### src/rtl/id_scoreboard_if.sv
// Decode/writeback handshake bundle for the register scoreboard.
interface id_scoreboard_if;
  logic        id_valid;
  logic [4:0]  id_rs1_addr;
  logic [4:0]  id_rs2_addr;
  logic        id_rs1_used;
  logic        id_rs2_used;
  logic [4:0]  id_rd_addr;
  logic        id_reg_write_en;
  logic        ex_ready;
  logic        wb_reg_write_en;
  logic [4:0]  wb_rd_addr;
  logic        kill_valid;
  logic [4:0]  kill_rd_addr;
  logic        stall;
  logic        issue;
  logic [31:0] busy_vec;
  logic [2:0]  inflight_cnt;
  logic        sb_err;

  modport master (
    output id_valid, id_rs1_addr, id_rs2_addr, id_rs1_used, id_rs2_used,
           id_rd_addr, id_reg_write_en, ex_ready, wb_reg_write_en, wb_rd_addr,
           kill_valid, kill_rd_addr,
    input  stall, issue, busy_vec, inflight_cnt, sb_err
  );

  modport slave (
    input  id_valid, id_rs1_addr, id_rs2_addr, id_rs1_used, id_rs2_used,
           id_rd_addr, id_reg_write_en, ex_ready, wb_reg_write_en, wb_rd_addr,
           kill_valid, kill_rd_addr,
    output stall, issue, busy_vec, inflight_cnt, sb_err
  );
endinterface

### src/rtl/id_scoreboard.sv
// Register-write scoreboard: per-register pending counters gate issue from ID.
// Optional macro SCOREBOARD_BYPASS_EN lets a source whose last write retires via WB this cycle issue.
module id_scoreboard #(
    parameter int unsigned MAX_INFLIGHT = 4
) (
    input logic           clk,
    input logic           rst,
    id_scoreboard_if.slave sb
);

    logic [1:0] cnt_q [32];
    logic [1:0] cnt_d [32];
    logic [2:0] inflight_q, inflight_d;
    logic       err_q, err_d;

    logic [1:0] rs1_cnt, rs2_cnt, rd_cnt;
    logic       rd_write, rs1_byp, rs2_byp;
    logic       rs1_hz, rs2_hz, waw_hz, cap_hz;
    logic       stall, issue;

    assign rs1_cnt  = cnt_q[sb.id_rs1_addr];
    assign rs2_cnt  = cnt_q[sb.id_rs2_addr];
    assign rd_cnt   = cnt_q[sb.id_rd_addr];
    assign rd_write = sb.id_reg_write_en && (sb.id_rd_addr != 5'd0);

`ifdef SCOREBOARD_BYPASS_EN
    // Only a WB retire of the last pending write counts; the register file writes through.
    assign rs1_byp = (rs1_cnt == 2'd1) && sb.wb_reg_write_en && (sb.wb_rd_addr == sb.id_rs1_addr);
    assign rs2_byp = (rs2_cnt == 2'd1) && sb.wb_reg_write_en && (sb.wb_rd_addr == sb.id_rs2_addr);
`else
    assign rs1_byp = 1'b0;
    assign rs2_byp = 1'b0;
`endif

    always_comb begin
        rs1_hz = sb.id_rs1_used && (sb.id_rs1_addr != 5'd0) && (rs1_cnt != 2'd0) && !rs1_byp;
        rs2_hz = sb.id_rs2_used && (sb.id_rs2_addr != 5'd0) && (rs2_cnt != 2'd0) && !rs2_byp;
        waw_hz = rd_write && (rd_cnt == 2'd3);
        cap_hz = rd_write && (inflight_q == 3'(MAX_INFLIGHT));
        stall  = sb.id_valid && (rs1_hz || rs2_hz || waw_hz || cap_hz);
        issue  = sb.id_valid && !stall && sb.ex_ready;
    end

    // Retires against an empty counter are dropped individually and flagged.
    always_comb begin
        logic       inc, wb_hit, kill_hit;
        logic [1:0] ndec, eff;
        logic [2:0] dec_total;
        cnt_d     = cnt_q;
        cnt_d[0]  = 2'd0;
        err_d     = err_q;
        dec_total = 3'd0;
        for (int unsigned n = 1; n < 32; n++) begin
            inc      = issue && rd_write && (sb.id_rd_addr == 5'(n));
            wb_hit   = sb.wb_reg_write_en && (sb.wb_rd_addr == 5'(n));
            kill_hit = sb.kill_valid && (sb.kill_rd_addr == 5'(n));
            ndec     = {1'b0, wb_hit} + {1'b0, kill_hit};
            eff      = (ndec > cnt_q[n]) ? cnt_q[n] : ndec;
            if (ndec > cnt_q[n]) err_d = 1'b1;
            cnt_d[n]  = cnt_q[n] + {1'b0, inc} - eff;
            dec_total = dec_total + {1'b0, eff};
        end
        inflight_d = inflight_q + {2'b0, (issue && rd_write)} - dec_total;
    end

    always_ff @(posedge clk or negedge rst) begin
        if (!rst) begin
            for (int unsigned n = 0; n < 32; n++) cnt_q[n] <= 2'd0;
            inflight_q <= '0;
            err_q      <= 1'b0;
        end else begin
            for (int unsigned n = 0; n < 32; n++) cnt_q[n] <= cnt_d[n];
            inflight_q <= inflight_d;
            err_q      <= err_d;
        end
    end

    always_comb begin
        for (int unsigned n = 0; n < 32; n++) sb.busy_vec[n] = (cnt_q[n] != 2'd0);
    end

    assign sb.stall        = stall;
    assign sb.issue        = issue;
    assign sb.inflight_cnt = inflight_q;
    assign sb.sb_err       = err_q;

endmodule

### src/flat_wrapper.sv
// flat-port wrapper written by rule: the top's interface ports become plain ports
module id_scoreboard_flat 
#(
    parameter int unsigned MAX_INFLIGHT = 4
)
  (clk, rst, sb_id_valid, sb_id_rs1_addr, sb_id_rs2_addr, sb_id_rs1_used, sb_id_rs2_used, sb_id_rd_addr, sb_id_reg_write_en, sb_ex_ready, sb_wb_reg_write_en, sb_wb_rd_addr, sb_kill_valid, sb_kill_rd_addr, sb_stall, sb_issue, sb_busy_vec, sb_inflight_cnt, sb_sb_err);
  id_scoreboard_if sb_i ();
  input logic clk;
  input logic rst;
  input wire logic [$bits(sb_i.id_valid)-1:0] sb_id_valid;
  input wire logic [$bits(sb_i.id_rs1_addr)-1:0] sb_id_rs1_addr;
  input wire logic [$bits(sb_i.id_rs2_addr)-1:0] sb_id_rs2_addr;
  input wire logic [$bits(sb_i.id_rs1_used)-1:0] sb_id_rs1_used;
  input wire logic [$bits(sb_i.id_rs2_used)-1:0] sb_id_rs2_used;
  input wire logic [$bits(sb_i.id_rd_addr)-1:0] sb_id_rd_addr;
  input wire logic [$bits(sb_i.id_reg_write_en)-1:0] sb_id_reg_write_en;
  input wire logic [$bits(sb_i.ex_ready)-1:0] sb_ex_ready;
  input wire logic [$bits(sb_i.wb_reg_write_en)-1:0] sb_wb_reg_write_en;
  input wire logic [$bits(sb_i.wb_rd_addr)-1:0] sb_wb_rd_addr;
  input wire logic [$bits(sb_i.kill_valid)-1:0] sb_kill_valid;
  input wire logic [$bits(sb_i.kill_rd_addr)-1:0] sb_kill_rd_addr;
  output wire logic [$bits(sb_i.stall)-1:0] sb_stall;
  output wire logic [$bits(sb_i.issue)-1:0] sb_issue;
  output wire logic [$bits(sb_i.busy_vec)-1:0] sb_busy_vec;
  output wire logic [$bits(sb_i.inflight_cnt)-1:0] sb_inflight_cnt;
  output wire logic [$bits(sb_i.sb_err)-1:0] sb_sb_err;
  assign sb_i.id_valid = sb_id_valid;
  assign sb_i.id_rs1_addr = sb_id_rs1_addr;
  assign sb_i.id_rs2_addr = sb_id_rs2_addr;
  assign sb_i.id_rs1_used = sb_id_rs1_used;
  assign sb_i.id_rs2_used = sb_id_rs2_used;
  assign sb_i.id_rd_addr = sb_id_rd_addr;
  assign sb_i.id_reg_write_en = sb_id_reg_write_en;
  assign sb_i.ex_ready = sb_ex_ready;
  assign sb_i.wb_reg_write_en = sb_wb_reg_write_en;
  assign sb_i.wb_rd_addr = sb_wb_rd_addr;
  assign sb_i.kill_valid = sb_kill_valid;
  assign sb_i.kill_rd_addr = sb_kill_rd_addr;
  assign sb_stall = sb_i.stall;
  assign sb_issue = sb_i.issue;
  assign sb_busy_vec = sb_i.busy_vec;
  assign sb_inflight_cnt = sb_i.inflight_cnt;
  assign sb_sb_err = sb_i.sb_err;
  id_scoreboard #(.MAX_INFLIGHT(MAX_INFLIGHT)) u_core (.clk(clk), .rst(rst), .sb(sb_i));
endmodule
### config.mk
export PLATFORM = sky130hd
export DESIGN_NAME = id_scoreboard_flat
export DESIGN_NICKNAME = d
export VERILOG_FILES = /design/src/rtl/id_scoreboard_if.sv /design/src/rtl/id_scoreboard.sv /design/src/flat_wrapper.sv
export SDC_FILE = /design/constraint.sdc
export NUM_CORES = 1
export LEC_CHECK = 0
export CORE_ASPECT_RATIO = 1.75
export CORE_MARGIN = 5
export CORE_UTILIZATION = 40
export DETAILED_ROUTE_END_ITERATION = 10
export PLACE_DENSITY = 0.66
export SYNTH_ARGS = -nofsm -noshare
export SYNTH_HDL_FRONTEND = slang
export SYNTH_SLANG_ARGS = --single-unit
### constraint.sdc
create_clock -name clk -period 8.8 [get_ports clk]
set_input_delay 1.76 -clock clk [delete_from_list [all_inputs] [get_ports clk]]
set_output_delay 1.76 -clock clk [all_outputs]
set_load 0.005 [all_outputs]
After elaboration in Yosys (flattened, before gate mapping)

Cells that the tools add are included.

Input bits: 34
Output and inout port bits: 38
Register bits after elaboration: 66

Bitwise logic cells: 3
Multiplexer cells: 71
$lt $le $gt $ge: 34
Reduce and logical (&&, ||, !) cells: 145
Equality and inequality tests: 95
Add/sub/neg operators: 125

Operators by type and width:

| cell                 | count |
|---|---|
| $eq A5 B5 Y1 const B | 48 |
| $eq A5 B4 Y1 const B | 24 |
| $logic_and A1 B1 Y1  | 104 |
| $add A3 B2 Y3        | 29 |
| $mux W2              | 37 |
| $reduce_bool A2 Y1   | 33 |
| $add A1 B1 Y2        | 31 |
| $add A2 B1 Y2        | 31 |
| $gt A2 B2 Y1         | 31 |
| $sub A2 B2 Y2        | 31 |
| $eq A5 B3 Y1 const B | 12 |
| $mux W1              | 31 |
| $reduce_bool A31 Y1  | 1 |
| $bmux W2 S5          | 3 |
| $eq A5 B2 Y1 const B | 6 |
| $ge A6 B6 Y1 const B | 3 |
| $not A5 Y6           | 3 |
| $eq A5 B1 Y1 const B | 3 |
| $reduce_bool A5 Y1   | 3 |
| $add A2 B2 Y3        | 1 |
| $add A3 B1 Y3        | 1 |
| $eq A3 B3 Y1 const B | 1 |
| $logic_or A1 B1 Y1   | 3 |
| $sub A3 B3 Y3        | 1 |
| 2 further kinds      | 2 |

Depth between registers and ports, before layout

Gate-level depths: netlist (run 1).

Depth after elaboration: 36
Depth in mapped cells: 29

Worst setup path after synthesis (run 1)

OpenSTA, ideal clock, no wires.

Path kind: in2reg
Start: input sb_kill_valid
End: register u_core.inflight_q[2] (netlist: u_core.sb.inflight_cnt[2])
Required time: 8.675 ns
Data arrival time: 8.063 ns
Stages: 28
Setup time: 0.125 ns
Setup slack: 0.612 ns
Cells stage by stage: nor2b_1 nand3_1 nor2_1 ha_1 inv_1 ha_1 nor2b_1 o21ai_0 o221a_2 inv_1 fa_1 fa_1 inv_1 fa_1 inv_1 fa_1 fa_1 inv_1 fa_1 fa_1 inv_1 ha_1 ha_1 xnor2_1 xnor2_1 xnor2_1 xnor2_1 xnor2_1

Cells in the longest elaborated chain, start to end: 35

RTL lines:

| what                         | line                | RTL |
|---|---|---|
| start, declared              | flat_wrapper.sv:20  | `input wire logic [$bits(sb_i.kill_valid)-1:0] sb_kill_valid;` |
| $logic_and A1 B1 Y1          | id_scoreboard.sv:56 | `kill_hit = sb.kill_valid && (sb.kill_rd_addr == 5'(n));` |
| $add A1 B1 Y2                | id_scoreboard.sv:57 | `ndec = {1'b0, wb_hit} + {1'b0, kill_hit};` |
| $gt A2 B2 Y1                 | id_scoreboard.sv:58 | `eff = (ndec > cnt_q[n]) ? cnt_q[n] : ndec;` |
| $mux W2                      | id_scoreboard.sv:58 |  |
| $add A2 B2 Y3                | id_scoreboard.sv:61 | `dec_total = dec_total + {1'b0, eff};` |
| $add A3 B2 Y3 (28 in series) | id_scoreboard.sv:61 |  |
| $add A3 B2 Y3 *              | id_scoreboard.sv:61 |  |
| $sub A3 B3 Y3 *              | id_scoreboard.sv:63 | `inflight_d = inflight_q + {2'b0, (issue && rd_write)} - dec_total;` |
| net u_core.inflight_d[2]     | id_scoreboard.sv:13 | `logic [2:0] inflight_q, inflight_d;` |
| end signal, assigned         | id_scoreboard.sv:73 | `inflight_q <= inflight_d;` |
| end, declared                | id_scoreboard.sv:13 |  |

Mark *: on every way through the listed nets, which the timed path passes. The rest lies on a longest branch.
A chain may end at the register's enable or synchronous reset.

Worst setup path after layout (run 1)

Start: input sb_kill_rd_addr[2]
End: register u_core.inflight_q[2] (netlist: u_core.sb.inflight_cnt[2])

Cells in the longest elaborated chain, start to end: 36

RTL lines:

| what                                                | line                | RTL |
|---|---|---|
| start, declared                                     | flat_wrapper.sv:21  | `input wire logic [$bits(sb_i.kill_rd_addr)-1:0] sb_kill_rd_addr;` |
| $eq A5 B1 Y1 / $eq A5 B2 Y1 (equally long branches) | id_scoreboard.sv:56 |  |
| $logic_and A1 B1 Y1                                 | id_scoreboard.sv:56 |  |
| $add A1 B1 Y2                                       | id_scoreboard.sv:57 |  |
| $gt A2 B2 Y1                                        | id_scoreboard.sv:58 |  |
| $mux W2                                             | id_scoreboard.sv:58 |  |
| $add A2 B2 Y3                                       | id_scoreboard.sv:61 |  |
| $add A3 B2 Y3 (28 in series)                        | id_scoreboard.sv:61 |  |
| $add A3 B2 Y3 *                                     | id_scoreboard.sv:61 |  |
| $sub A3 B3 Y3 *                                     | id_scoreboard.sv:63 |  |
| net u_core.inflight_d[2]                            | id_scoreboard.sv:13 |  |

Marked as above.

==> run summary, run 1 <==
The routed wire length per instance was 19.9 um. Cells with a size suffix above 1 make up 15.2% of the layout. The number of vias per cell was 5.43; the worst clock skew on the final layout was 0.00727 ns. In this run the clock root is driven by a clkbuf_16. The number of slew-limit violations in the final report is 0, and the minimum clock period is 8.51 ns.

The die is 132 um wide. The worst hold path was traced through 3 stages. 72 I/O pins were placed. The via count of the first global-routing pass is 9,693, and the number of cell instances on the worst register-to-register path is 21. The number of design-rule violations left by the first detailed-router iteration is 690. Broken down by cell family, the worst path's largest delay share belongs to adder cells. Entering global routing, the biggest net connects 67 pins. Endpoint kind of the worst setup timing path: a flip-flop. The logs give 0 for the post-route DRC violation count and 9,391 for the via count of the routed design. The final net count is 1,707, and the antenna diode count is 0. The floorplan has 78 rows. After layout, the worst setup slack is 0.288 ns. The die covers 0.0294 mm2. Once layout is complete, the utilization of the core stands at 49.5%.

The clock slew seen by the registers of the worst setup and hold paths is 0.06 ns, and the count of cell types in the netlist is 55. TritonCTS built the clock tree. The critical path contains buffers and inverters numbering 7 combined. For the total congestion overflow after global routing, the log shows 0. The class of the tightest hold or removal check is reg -> reg.

The number of antenna violations at the first check in global routing is 0, and the sum of net half-perimeters after detailed placement is 28,600 um. The deepest clock path buffer count was 2. The tools report the cell area after layout as 0.0128 mm2. Setup repair after global routing left no endpoint under its margin. Async set-reset flop share out of synthesis: 100%.

The largest single stage delay on the critical path is 0.55 ns. The total number of yosys warnings was 0. In this run the cell area of the synthesized design comes to 0.0104 mm2.

For this block, the routed nets add up to 34,400 um of wire. The nature of the critical path startpoint was an input pin. In this run the worst path has a maximum fanout of 4. For this design the static power due to leakage is 6.13 nW. The initial utilization of the core area, before any placement, comes to 40.2%. Data on the critical path arrives at its endpoint at 8.79 ns. Data required time of the critical path: 9.08 ns. Prior to clock tree synthesis, the placed netlist has a worst setup slack of -0.437 ns.

By startpoint and endpoint, the worst setup path is classified as in -> reg. Among the stages of the critical path, the cell type that occurs most often is fa_1. The logic depth of the worst setup path including buffers was 30; the portion of the clock cycle consumed by the worst path in the final layout was 96.7%. The tool flagged a number of max-cap violations equal to 0. Summed over all failing endpoints, the final setup total negative slack is 0 ns.

For the worst-skew pair, the clock arrives at the later sink with an insertion delay of 0.36 ns. For the total instance count after detailed placement, the log shows 1,711. From bottom edge to top edge, the die measures 223 um. Excluding fillers, the count of instances in the completed layout stands at 1,730. The aggregate global-route resource usage is 23.3%, and the count of TritonRoute iterations in the first routing pass is 5. The most used flip-flop cell after synthesis is dfrtp_1. At the pin with the least slew margin, the transition time is 0.985 ns. Yosys mapped a number of flops with a built-in enable equal to 0. In this run the mean area of a mapped cell was 8.42 um2. The synthesis-to-finish area growth was 23.0%. The flow ran to the end, and the final reports show no timing, DRC or antenna violations. The logs give 15.9% for the sequential-to-total area share from yosys stat and 0.0123 mm2 for the area of placed instances.

The number of cells produced by synthesis is 1,231, and the first-pass GRT wire length is 52,900 um. The largest voltage drop on the vdd net was 0.853 mV; the cell area power density was 486 mW/mm2. Counting every sink on the clock net gives 66.

For this design, the slowest cell found on the critical path is fa_1. In this run the tool buffered the top-level ports with 70 buffer cells. The run gives 117 MHz as the maximum achievable frequency. The detail route stage leaves a number of antenna-violating nets equal to 0.

TritonCTS created 9 clock buffers. The tools report the number of H-tree levels as 3. Setup violations remaining at the end of the flow were counted as 0. The synthesized netlist net count was 1,532; the final number of hold-violating endpoints was 0. For the global placement routability congestion, the log shows 0.951. For the core outline area, the log shows 0.0258 mm2. After synthesis the netlist holds a flip-flop and latch count of 66. In this run the tightest slew margin relative to its limit is 34.3%.
-- final cells by class --
cell class,count,area (um2)
fillers,2471,13000
multi-input cells,866,7720
repair buffers,193,1670
flip-flops and latches,66,1650
inverters,270,1010
well taps,320,400
clock buffers,13,280
clock inverters,2,10.0
-- sequential cells by signal, indices dropped and copies added, names as in the netlist --
signal                  cells
u_core.cnt_q               62
u_core.sb.inflight_cnt      3
u_core.sb.sb_err            1
-- through the flow --
stage	total power, mW	hold WS, ns
CTS	6.05	0.774
floorplan	4.29	0.590
finish	6.20	0.771
detailed placement	5.64	0.756
global route	6.83	0.802
global placement	5.48	0.745
-- what timing repair did --
item | 4_1_cts | 5_1_grt
hold buffers | 0 | 0
endpoints found under the setup margin | 1 | 1
pin swaps | 0 | 11
buffers inserted | 0 | 4
gates resized for setup | 2 | 63
-- worst register-to-register path, cell delays in order (launching register included) --
cell and delay [ns]:
dfrtp_1 0.44, or2_0 0.36, mux4_2 0.51, mux4_2 0.53, and3_1 0.21, a31o_1 0.19, or4_1 0.54, nor3b_1 0.33
fa_1 0.51, fa_1 0.41, fa_1 0.49, inv_1 0.06, fa_1 0.50, fa_1 0.55, inv_1 0.04, ha_1 0.26
ha_1 0.21, xnor2_2 0.15, xnor2_1 0.19, xnor2_1 0.16, xnor2_1 0.16, xnor2_1 0.14
-- routing by layer --
layer  share of wire (%)  global-route usage, %  wire [um]  vias to the layer above
met2                  49                   40.0      16800                      388
met3                 6.3                   3.50       2150                      145
met5                   0                      0          0                        -
met1                  36                   25.3      12400                     4460
met4                 9.0                   18.8       3100                        0
li1                    -                      -          -                     4398
-- report_power, final --
group          switching (mW)  internal [mW]
combinational            2.47           2.56
sequential              0.266          0.533
clock                   0.151          0.219
total                    2.89           3.31
-- cell families after synthesis --
group	after synthesis	share of synthesized area, %
AO/OA/AOI/OAI	155	9.39
XOR/XNOR	91	7.69
adder cells (fa/ha/maj)	267	34.8
buffers and inverters	299	11.1
flip-flops	66	15.9
multiplexers	30	5.76
other	1	0.0362
AND/OR/NAND/NOR	322	15.3
-- Yosys cell counts, types with 2 or more instances --
cell         n  area share, %
o22ai_1      4           0.24
buf_6        3           0.33
a32oi_1     12            1.0
o2111ai_1    2           0.17
nand3_1     16           0.77
o221a_2      6           0.65
mux2_2       7           0.76
nor3_1      29            1.4
dfrtp_1     66             16
o211ai_1     2           0.14
or2_2        4           0.24
mux4_2      23            5.0
xnor2_1     87            7.3
a21o_1       9           0.65
inv_1      269            9.7
a31oi_1      2           0.12
nor4b_1      5           0.42
nor2b_1     29            1.7
or2_0        2           0.12
a22oi_1      2           0.14
a21oi_1     51            2.5
fa_1        36            6.9
xor2_1       4           0.34
or2_1       14           0.84
a2111oi_0    2           0.17
o21a_1       2           0.14
nand2b_1     9           0.54
o21ai_0     46            2.2
a311oi_1     3           0.25
o221ai_1     3           0.25
ha_1       231             28
a221oi_1     2           0.17
nor3b_1      4           0.29
nand4_1      5           0.30
nor4_1      31            1.9
nand3b_1     4           0.29
nand2_1     74            2.7
and2_1       9           0.54
nor2_1      84            3.0
clkbuf_1    23           0.83
-- cell usage in the layout, fill, tap and decap left out, types with 4 or more instances in the layout --
cell type / instances
inv_1: 269
ha_1: 231
buf_4: 121
xnor2_1: 86
nor2_1: 77
nand2_1: 70
dfrtp_1: 66
clkdlybuf4s50_1: 63
a21oi_1: 51
fa_1: 34
nor4_1: 31
nor3_1: 29
o21ai_0: 28
nor2b_1: 24
mux4_2: 23
or2_1: 14
o21ai_1: 13
a32oi_1: 10
nand3_1: 9
a21o_1: 9
and2_1: 9
clkbuf_16: 9
nand2b_1: 8
mux2_2: 7
nor2_2: 7
nand3_2: 7
o221a_2: 6
dlymetal6s2s_1: 6
nor4b_1: 5
nand4_1: 5
o21ai_2: 5
nor3b_1: 4
o22ai_1: 4
nand3b_1: 4
nand2_2: 4
xor2_1: 4
clkbuf_8: 4
-- final timing paths --
kind	startpoint	slack, ns	endpoint
max in group asynchronous	rst	6.59	u_core.cnt_q[9]
setup / recovery	sb_kill_rd_addr[2]	0.29	u_core.sb.inflight_cnt[2]
hold reg to reg	u_core.cnt_q[38]	0.77	u_core.cnt_q[39]
min in group asynchronous	rst	1.55	u_core.cnt_q[45]
hold / removal	u_core.cnt_q[38]	0.77	u_core.cnt_q[39]
setup reg to reg	u_core.cnt_q[41]	1.79	u_core.sb.inflight_cnt[2]
(Power assumes the default switching activity.)
==> run 2, diff against run 1 <==
PLACE_DENSITY = 0.68   (was 0.66)
clock period = 7.6 ns   (was 8.8 ns; I/O delays follow)
==> run summary, run 2 (same netlist as run 1, synthesis figures left out) <==
The clock slew seen by the registers of the worst setup and hold paths is 0.06 ns. The library cells used most frequently in the layout, excluding fill and tap cells, are 248 x inv_1, 225 x buf_4, 202 x ha_1. The highest metal layer carrying signal wires in the routed design is met4. The aggregate global-route resource usage is 25.1%, and the fraction of layout instances using a drive strength above 1 is 30.4%. In this run the count of I/O pins placed on the die edge is 72.

Total die area: 0.0294 mm2. Counting I/O delays and the setup requirement, the final critical path takes 7.80 ns. The slowest cell on the critical path was fa_1. The aggregate routed wire length came out at 38,500 um. The combinational group share of total power came out at 83.7%. The logs give 0 for the number of antenna violations at the first check in global routing and 0.0145 mm2 for the cell area after layout. The post-route DRC violation count was 0; the first-pass GRT wire length was 56,700 um.

The tool flagged a number of max-cap violations equal to 0. Hold repair after CTS inserted 0 buffers. Once layout is complete, the cells apart from fillers number 1,855. The tools report the worst clock skew on the final layout as 0.00643 ns. The via count of the first global-routing pass is 10,400, and the horizontal die dimension is 132 um. Cell row count: 78. The run finished, with violations left. STA puts the critical path data required time at 7.89 ns. The worst max-slew margin expressed relative to the limit came out at 29.8%. TritonCTS built the clock tree. Counting stages on the worst path, the most repeated cell is fa_1. After detailed placement, the total cell area comes to 0.0129 mm2.

Data arrives at the worst endpoint at 8.09 ns. Routability-driven placement finished with a final weighted congestion of 0.988. Dividing total power by cell area gives a power density of 570 mW/mm2. In this run, flip-flops and latches consume 11.4% of the power.

The tools report the nature of the critical path startpoint as an input pin. The total congestion overflow after global routing was 0. The area growth from synthesis to layout is 40.1%. In this run the worst path has a maximum fanout of 4. The sum of net half-perimeters after detailed placement was 29,300 um; the number of CTS-inserted buffers was 9.

Clock latency on the worst-skew pair, taken at its later pin, is 0.36 ns. The library cell used most frequently in the layout, excluding fill and tap cells, is inv_1. The delay of the slowest cell on the worst path works out to 0.55 ns. The register name with the most flops was u_core.cnt_q. Of the total power, the clock network draws 4.9%. For the wire length on met3, the log shows 2810 um. The path type of the worst setup path is in -> reg.

Once layout is complete, the utilization of the core stands at 56.4%. The register with the most flip-flops in the layout has 62 of them. The number of nets with antenna violations after routing was 0; the core outline area was 0.0258 mm2. The wire length the detailed router placed on met1 is 13,100 um. In this run the static leakage power is 6.84 nW.

The worst hold path belongs to the class reg -> reg. For the slack of the critical path, the log shows -0.196 ns. The tree is rooted in a clkbuf_16. After detailed routing, the number of vias per cell comes to 5.49.

For this design the total switching power over the nets is 3.78 mW. Counting tap cells, the placed design contains a total of 1,771 instances. For the via count of the routed design, the log shows 10,200. The number of design-rule violations left by the first detailed-router iteration was 707; the largest voltage drop on the vdd net was 1.32 mV. The maximum number of pins on one net before global-route repair was 67; the slew at the pin closest to its max-slew limit was 1.03 ns.

The run gives 40.2% as the effective utilization at floorplan. Number of slew-limit violations in the final report: 0. Buffers placed on the I/O ports in this run total 70. Dividing the detail-routed wire length by the instance count gives 20.7 um. From bottom edge to top edge, the die measures 223 um. Setup repair after global routing could not meet its margin everywhere.

Static timing analysis puts the maximum clock frequency at 128 MHz. Setup violations remaining at the end of the flow were counted as 2. The routed design uses 18,800 um of met2 wire.

CTS saw 66 sinks. The clock passes through at most 2 buffers. STA classifies the critical path endpoint as a flip-flop.

The final layout contains 1,832 nets. The final reports fail on setup timing. The cell-internal power came out at 4.49 mW.

CTS built an H-tree with a depth of 3. In the finished design, the share of the clock period the worst path needs comes to 103%. Net switching is 45.7% of the power.

The final number of hold-violating endpoints is 0. The final sum of negative setup slack was -0.226 ns. The number of antenna diodes in the final layout is 0.

The count of TritonRoute iterations in the first routing pass came out at 5.
[run 2: final cells by class]
class	instances	area, um2
Fill cell	2217	11200
Inverter	270	1020
Clock buffer	12	256
Clock inverter	3	15.0
Sequential cell	66	1650
Multi-Input combinational cell	866	8480
Tap cell	320	400
Timing Repair Buffer	318	2700
[run 2: timing repair]
| item | in CTS | in global routing |
|---|---|---|
| gates resized for setup | 78 | 192 |
| setup buffers | 39 | 31 |
| pin swaps | 16 | 86 |
| setup endpoints to repair | 2 | 4 |
[run 2: metrics by stage]
stage	worst slack (ns)	total power [mW]	hold slack, ns
floorplan	0.000645	5.19	0.590
global placement	-1.04	6.61	0.746
detailed placement	-1.18	6.84	0.762
CTS	-0.431	7.40	0.772
global route	-0.358	8.97	0.835
finish	-0.196	8.27	0.799
[run 2: worst paths after layout]
path                                  start                        end  cells after the start  slack (ns)
setup / recovery           sb_wb_rd_addr[0]  u_core.sb.inflight_cnt[2]                     29       -0.20
hold / removal             u_core.cnt_q[52]           u_core.cnt_q[53]                      3        0.80
setup reg to reg           u_core.cnt_q[40]  u_core.sb.inflight_cnt[2]                     21        0.90
hold reg to reg            u_core.cnt_q[52]           u_core.cnt_q[53]                      3        0.80
max in group asynchronous               rst           u_core.cnt_q[24]                      1        5.63
min in group asynchronous               rst           u_core.cnt_q[43]                      1        1.31
[run 2: power groups by stage]
stage	Combinational (mW)	Sequential (mW)	Clock (mW)
final	6.92	0.943	0.408
after global routing	7.59	0.961	0.425
after CTS	6.07	0.919	0.413
after detailed placement	5.92	0.920	0
after global placement	5.70	0.910	0
after floorplan	4.39	0.798	0
[run 2: metal layers]
metal  global-route usage (%)  up-vias
li1                         -     4657
met1                     26.3     4836
met2                     42.8      504
met3                     4.85      194
met4                     21.4        0
met5                        0        -
[run 2: worst max-delay path: cells and delay by family]
family	cells	cell delay [ns]
adder cells (fa/ha/maj)	11	4.21
XOR/XNOR	5	0.77
AND/OR/NAND/NOR	4	0.74
buffers and inverters	7	0.55
AO/OA/AOI/OAI	2	0.29
